[config.mk]
export PLATFORM = sky130hd
export DESIGN_NAME = tube_ctrl
export DESIGN_NICKNAME = d
export VERILOG_FILES = /design/src/rtl/tube_pkg.sv /design/src/rtl/tube_ctrl_hex_to_seg.sv /design/src/rtl/tube_ctrl.sv
export SDC_FILE = /design/constraint.sdc
export NUM_CORES = 1
export LEC_CHECK = 0
export ABC_AREA = 1
export CORE_UTILIZATION = 35
export CTS_CLUSTER_DIAMETER = 200
export DETAILED_ROUTE_END_ITERATION = 10
export PLACE_DENSITY_LB_ADDON = 0.15
export REMOVE_ABC_BUFFERS = 1
export SYNTH_ARGS = -nofsm -noshare
export SYNTH_HDL_FRONTEND = slang
export SYNTH_SLANG_ARGS = --single-unit
export TNS_END_PERCENT = 10
[constraint.sdc]
create_clock -name clk -period 2.1 [get_ports clk]
set_input_delay 0.21 -clock clk [delete_from_list [all_inputs] [get_ports clk]]
set_output_delay 0.21 -clock clk [all_outputs]
set_load 0.1 [all_outputs]
[src/rtl/tube_pkg.sv]
// Shared constants for the seven-segment display controller:
// register offsets, blank pattern and the hex segment table.
package tube_pkg;

   localparam logic [1:0] ADDR_DATA = 2'd0;
   localparam logic [1:0] ADDR_EXT  = 2'd1;
   localparam logic [1:0] ADDR_CTRL = 2'd2;

   localparam logic [7:0] SEG_BLANK = 8'hFF;

   // Active-low {dp,g,f,e,d,c,b,a}; entry 0 is the rightmost byte.
   localparam logic [15:0][7:0] SEG_TABLE = {
      8'h8E, 8'h86, 8'hA1, 8'hC6,
      8'h83, 8'h88, 8'h90, 8'h80,
      8'hF8, 8'h82, 8'h92, 8'h99,
      8'hB0, 8'hA4, 8'hF9, 8'hC0
   };

endpackage

[src/rtl/tube_ctrl_hex_to_seg.sv]
// Combinational hex digit to active-low segment decoder.
// Decimal point is always off.
module hex_to_seg
   import tube_pkg::*;
(
   input  logic [3:0] hex,
   output logic [7:0] seg
);

   // Table lookup of the segment pattern for one hex digit.
   always_comb begin
      seg = SEG_TABLE[hex];
   end

endmodule

[src/rtl/tube_ctrl.sv]
// Memory-mapped seven-segment controller: DATA/EXT/CTRL registers,
// scan divider and registered multiplexed segment/select outputs.
module tube_ctrl
   import tube_pkg::*;
#(
   parameter int SCAN_DIV = 25000
) (
   input  logic        clk,
   input  logic        reset,
   input  logic        we,
   input  logic [1:0]  addr,
   input  logic [31:0] wdata,
   output logic [31:0] rdata,
   output logic [7:0]  digital_tube0,
   output logic [3:0]  digital_tube_sel0,
   output logic [7:0]  digital_tube1,
   output logic [3:0]  digital_tube_sel1,
   output logic [7:0]  digital_tube2,
   output logic        digital_tube_sel2
);

   localparam int DW = $clog2(SCAN_DIV);
   localparam logic [DW-1:0] DIV_MAX = DW'(SCAN_DIV - 1);

   logic [31:0]   data_q, data_d;
   logic [4:0]    ext_q, ext_d;
   logic          en_q, en_d;
   logic [DW-1:0] div_q, div_d;
   logic [1:0]    idx_q, idx_d;

   logic [7:0] tube0_q, tube0_d;
   logic [7:0] tube1_q, tube1_d;
   logic [7:0] tube2_q, tube2_d;
   logic [3:0] sel0_q, sel0_d;
   logic [3:0] sel1_q, sel1_d;
   logic       sel2_q, sel2_d;

   logic [15:0] data_hi;
   logic [3:0]  nib0, nib1;
   logic [7:0]  seg0, seg1, seg2;
   logic        tick;

   assign data_hi = data_q[31:16];
   assign nib0    = data_q[{idx_q, 2'b00} +: 4];
   assign nib1    = data_hi[{idx_q, 2'b00} +: 4];
   assign tick    = en_q && (div_q == DIV_MAX);

   hex_to_seg u_seg0 (.hex(nib0),       .seg(seg0));
   hex_to_seg u_seg1 (.hex(nib1),       .seg(seg1));
   hex_to_seg u_seg2 (.hex(ext_q[3:0]), .seg(seg2));

   // Register writes, scan divider/index advance and next pin values.
   always_comb begin
      data_d  = data_q;
      ext_d   = ext_q;
      en_d    = en_q;
      div_d   = div_q;
      idx_d   = idx_q;
      sel0_d  = 4'b0000;
      sel1_d  = 4'b0000;
      sel2_d  = 1'b0;
      tube0_d = SEG_BLANK;
      tube1_d = SEG_BLANK;
      tube2_d = SEG_BLANK;
      if (we) begin
         case (addr)
            ADDR_DATA: data_d = wdata;
            ADDR_EXT:  ext_d  = wdata[4:0];
            ADDR_CTRL: en_d   = wdata[0];
            default:   ;
         endcase
      end
      if (en_q) begin
         if (tick) begin
            div_d = '0;
            idx_d = idx_q + 2'd1;
         end else begin
            div_d = div_q + 1'b1;
         end
         sel0_d  = 4'b0001 << idx_q;
         sel1_d  = 4'b0001 << idx_q;
         tube0_d = seg0;
         tube1_d = seg1;
         sel2_d  = ext_q[4];
         tube2_d = ext_q[4] ? seg2 : SEG_BLANK;
      end
   end

   // State and output registers with synchronous reset.
   always_ff @(posedge clk) begin
      if (reset) begin
         data_q  <= '0;
         ext_q   <= '0;
         en_q    <= 1'b1;
         div_q   <= '0;
         idx_q   <= '0;
         sel0_q  <= '0;
         sel1_q  <= '0;
         sel2_q  <= 1'b0;
         tube0_q <= SEG_BLANK;
         tube1_q <= SEG_BLANK;
         tube2_q <= SEG_BLANK;
      end else begin
         data_q  <= data_d;
         ext_q   <= ext_d;
         en_q    <= en_d;
         div_q   <= div_d;
         idx_q   <= idx_d;
         sel0_q  <= sel0_d;
         sel1_q  <= sel1_d;
         sel2_q  <= sel2_d;
         tube0_q <= tube0_d;
         tube1_q <= tube1_d;
         tube2_q <= tube2_d;
      end
   end

   // Combinational register readback; unused bits and offset 3 read 0.
   always_comb begin
      rdata = '0;
      case (addr)
         ADDR_DATA: rdata = data_q;
         ADDR_EXT:  rdata = {27'd0, ext_q};
         ADDR_CTRL: rdata = {31'd0, en_q};
         default:   rdata = '0;
      endcase
   end

   assign digital_tube0     = tube0_q;
   assign digital_tube1     = tube1_q;
   assign digital_tube2     = tube2_q;
   assign digital_tube_sel0 = sel0_q;
   assign digital_tube_sel1 = sel1_q;
   assign digital_tube_sel2 = sel2_q;

endmodule

* Word level (Yosys, flattened, before mapping)
Memories as Yosys holds them, arrays and structs flattened. A register that Yosys moved wholly into a read port is not among the register bits. Cells that the tools add are included.
Word-level totals: memories 3, memory bits (read-only) 384, output and inout bits 65, flip-flop bits (word level) 60, input bits 37, logic and storage cells 30
Cells by class: equal/unequal tests 3, shift-type cells 3, reduce and logical (&&, ||, !) cells 8, bitwise gates (word level) 2, add/sub/neg operators 2, muxes and demuxes 2
Memory list:
- (no name shown) | depth 16, width 8, read ports 1, clocked after memory_dff 1, wr ports 0, line tube_ctrl_hex_to_seg.sv:12 | seg = SEG_TABLE[hex];
- (no name shown) | depth 16, width 8, read ports 1, clocked after memory_dff 1, wr ports 0, line tube_ctrl_hex_to_seg.sv:12
- (no name shown) | depth 16, width 8, read ports 1, clocked after memory_dff 1, wr ports 0, line tube_ctrl_hex_to_seg.sv:12
Operators by type and width (count):
- case mux 32 bit (3 select lines) | 1
- indexed part select 32 x 5 -> 4 bit | 1
- indexed part select 16 x 5 -> 4 bit | 1
- adder 15 x 1 -> 15 bit, second input constant | 1
- == test 15 bit, second input constant | 1
- two-way mux 15 bit | 1
- AND reduction 2 bit | 4
- left shift 1 x 2 -> 4 bit, first input constant | 1
- OR reduction 3 bit | 1
- adder 2 x 1 -> 2 bit, second input constant | 1
- == test 2 x 1 -> 1 bit, second input constant | 1
- == test 2 bit, second input constant | 1
- logical NOT 2 bit | 1
- NOT 1 bit | 2
- OR reduction 2 bit | 1
- logical AND 1 bit | 1

* Depth between registers and ports, before layout
depth in word-level cells 3, mapped depth 11, mapped depth without buffers 10

* Hierarchy
A second synthesis with hierarchy kept.
Unflattened totals: cell total of the unflattened synthesis 625, area, all modules 4377.9 sq um
By module, submodules not included:
- tube_ctrl | sequential area each 1681.6 sq um, area each 3518.4 sq um, times used 1, cells each 472
- hex_to_seg (u_seg0 ...) | sequential area each 0.0 sq um, area each 285.3 sq um, times used 2, cells each 51
- hex_to_seg (u_seg2) | sequential area each 0.0 sq um, area each 289.0 sq um, times used 1, cells each 51

* Worst setup path before layout
Ideal clock, no wire load.
kind reg2out, start point register ext_q[1], end point output port rdata[1], buffers on the path 0, setup slack -0.725 ns, required time 1.890 ns, arrival time 2.615 ns, cell stages (with the launch flop) 3, cell sequence dfxtp_1 -> inv_1 -> o21ai_0
Between the ends: word-level cells in the longest chain between the ends 1
Ends and longest elaborated chain:
- from (decl) | line tube_ctrl.sv:26 | logic [4:0] ext_q, ext_d;
- from (signal assigned) | line tube_ctrl.sv:105 | ext_q <= ext_d;
- case mux 32 bit (3 select lines) | line tube_ctrl.sv:121 | case (addr)
- to (decl) | line tube_ctrl.sv:13 | output logic [31:0] rdata,
Every way passes these cells.

* Worst setup path in the final report
start point input port addr[1], end point output port rdata[6]
Between the ends: word-level cells in the longest chain between the ends 2, elaborated cells on any way between the ends 4, those cells by class 2 x eq/ne; 1 x mux; 1 x reduce/logical
Ends and longest elaborated chain:
- from (decl) | line tube_ctrl.sv:11 | input logic [1:0] addr,
- == test 2 bit, or another cell as far along | line tube_ctrl.sv:121
- case mux 32 bit (3 select lines) * | line tube_ctrl.sv:121
Every way passes the cells marked *; elsewhere a longest branch is shown, timed or not.

==> results.json <==
{
  "status": "finished with violations",
  "violations": "design-rule violations",
  "post-route-drc-count": 8,
  "synthCells": 592,
  "ir_drop_uv": 392,
  "drv_cap": 0,
  "rr_startpoint": "idx_q[0]",
  "cts_max_level": 3,
  "grt_antenna_before_repair": 0,
  "startpoint_type": "input port",
  "placed_area_um2": 5480,
  "syn_avg_cell_area_um2": 7.02,
  "cp_max_fo": 27,
  "rsz0062_at_grt": "false",
  "muxShareOfSynthArea_pct": 0,
  "portBuffers": 98,
  "yosys_register_bits": 81,
  "synth_top_family_by_area": "simple AND/OR/NAND/NOR gates",
  "postCtsHoldBufs": 0,
  "clockBufferDepth": 2,
  "final_common_cell": "nand2_1",
  "hold_viol": 0,
  "clock-root-buffer": "clkbuf_16",
  "core-area_um2": 11500,
  "reg2reg_depth": 10,
  "via_count": 4000,
  "worstSetupEndpointType": "output pin",
  "gp_congestion": 0.852,
  "hp-class": "flip-flop to flip-flop",
  "viasPerCell": 4.81,
  "reg2reg_slack_ns": 0.27,
  "dieArea_um2": 12300,
  "post_drt_wl_per_cell_um": 12.7,
  "crit_slowest_cell": "clkdlybuf4s50_1",
  "post-cts-setup-buffers": 0,
  "synth-adder-area-share_pct": 5.72,
  "yosysUniqueCellTypes": 32,
  "cp-startpoint": "addr[1]",
  "ant_nets": 0,
  "rows": 39,
  "synth_compound_area_share_pct": 13.6,
  "setup_violations": 0,
  "synth_area_um2": 4160,
  "final_cell_mix": "nand2_1, dfxtp_1, nor2_1, inv_1, nand3_1",
  "wl_um": 10600,
  "yosysSeqAreaShare_pct": 39.0,
  "cts_sinks": 81,
  "post-route-min-period_ns": 1.90,
  "grt_pass1_vias": 3831,
  "yosys.area_share.simple_pct": 30.0,
  "grt_first_pass_wirelength_um": 18000,
  "drt_iter0_drc": 164,
  "start_util_pct": 36.1,
  "clkLatencyLatePin_ns": 0.34,
  "drive_gt1_share_pct": 17.2,
  "power_w": 0.00410,
  "fillerInstances": 1123,
  "arrival_ns": 1.69,
  "cp_cell_sequence": "clkdlybuf4s50_1, nor2_2, inv_1, buf_4, nor2_1, buf_12",
  "grt.total_usage_pct": 17.9,
  "grt_max_degree": 63,
  "p_per_area_nw_per_um2": 709,
  "area_growth_pct": 39.1,
  "io-pin-count": 102,
  "yosysWarnings": 0,
  "die_w_um": 111,
  "path_class": "input port to output pin",
  "path_clk_slew_ns": 0.06,
  "clock_skew_ns": 0.00594,
  "leakage_nw": 2.38,
  "critPathCapture": "rdata[6]",
  "finalCritPeriodShare_pct": 90.5,
  "required_ns": 1.89,
  "first_pass_iters": 9,
  "fmax_mhz": 526,
  "final_nets": 739,
  "cts_buffers": 9,
  "crit_path_max_incr_delay_ns": 0.47,
  "die_h_um": 111,
  "n_antenna_cell": 0,
  "utilization_pct": 50.2,
  "reg2reg_to": "digital_tube0[6]",
  "dp_hpwl_um": 7950,
  "timing.hold.ws_ns": 0.471,
  "synth-xor-area-share_pct": 0.632,
  "design_area_um2": 5780,
  "grt_overflow": 0,
  "cts_tree": "yes",
  "drv_slew": 0
}
## sequential cells by signal, indices dropped and copies added, names as in the netlist
name,flops
data_q,32
div_q,15
digital_tube0,7
digital_tube1,7
digital_tube2,7
ext_q,5
digital_tube_sel1,4
idx_q,2
digital_tube_sel2,1
en_q,1
## stage by stage
| stage | std cells | setup TNS, ns | setup WS (ns) |
|---|---|---|---|
| 2_1_floorplan | 564 | -6.45 | -0.822 |
| 3_3_place_gp | 815 | 0 | 0.221 |
| 3_5_place_dp | 815 | 0 | 0.204 |
| 4_1_cts | 831 | 0 | 0.198 |
| 5_1_grt | 831 | 0 | 0.00276 |
| 6_report | 831 | 0 | 0.199 |
## synthesized netlist by cell type
library cell,number,area share (%)
nand2_2,6,0.90
nand3_2,6,1.4
buf_2,9,1.1
nand3_1,58,7.0
buf_4,9,1.6
nand2_1,104,9.4
nor2_2,4,0.60
dfxtp_1,81,39
nor3_1,11,1.3
clkbuf_2,1,0.12
conb_1,1,0.090
o22ai_1,1,0.15
xor2_1,3,0.63
nand4_1,7,1.1
buf_6,2,0.54
a21oi_2,2,0.42
o2111ai_1,1,0.21
nor3b_1,1,0.18
inv_2,9,0.81
o211ai_1,6,1.1
o21ai_1,10,1.2
clkbuf_1,9,0.81
ha_1,19,5.7
o21ai_0,47,5.7
inv_1,63,5.7
clkinv_1,2,0.18
nand2_4,2,0.54
o221ai_1,1,0.21
nor2_1,76,6.9
a21oi_1,39,4.7
nor2_4,1,0.27
nor2_8,1,0.48
## how the worst min path moves through the flow
stage / slack, ns / end / start / cells after the start
floorplan: 0.28 / idx_q[0] / reset / 1
global placement: 0.46 / data_q[8] / data_q[8] / 2
detailed placement: 0.46 / data_q[14] / data_q[14] / 2
CTS: 0.47 / data_q[14] / data_q[14] / 2
global route: 0.50 / data_q[11] / data_q[11] / 2
finish: 0.47 / data_q[14] / data_q[14] / 2
## cell families (layout without fill, tap and decap cells)
logic type      Yosys count  count (layout)
simple gates            277             277
compound gates          107             107
buf+inv                 104             198
flops                    81              81
fa+ha+maj                19              19
xor+xnor                  3               3
other cells               1               3
## worst max-delay path, delay by kind of cell
kind | cells | cell delay (ns)
buffers and inverters | 4 | 1.01
and+or+nand+nor | 2 | 0.45
## where the power goes
part | internal (W) | leakage [nW] | switching [W] | total [W]
combinational | 0.000253 | 1.58 | 0.000613 | 0.000866
sequential | 0.00162 | 0.664 | 0.0000463 | 0.00166
clock | 0.000949 | 0.142 | 0.000625 | 0.00157
## metal layers
| layer | up-vias | track usage, % | part of all wire (%) | routed length [um] |
|---|---|---|---|---|
| li1 | 2092 | - | - | - |
| met1 | 1803 | 24.0 | 49 | 5200 |
| met2 | 86 | 28.1 | 44 | 4700 |
| met3 | 19 | 2.68 | 3.6 | 378 |
| met4 | 0 | 8.86 | 2.7 | 287 |
| met5 | - | 0 | 0 | 0 |
## area by class of cell
cell class / instances / area (um^2) / area share [%]
Inverter: 74 / 280 / 4.85
Tap cell: 143 / 179 / 3.09
Clock buffer: 11 / 243 / 4.20
Clock inverter: 5 / 55.1 / 0.952
Sequential cell: 81 / 1620 / 28.0
Timing Repair Buffer: 108 / 1310 / 22.7
Multi-Input combinational cell: 409 / 2090 / 36.2
## timing repair
item	in CTS	in global routing
hold endpoints to repair	0	0
resized for setup	0	2
setup endpoints to repair	0	1
Note: power is estimated with default switching activity, not from simulation.
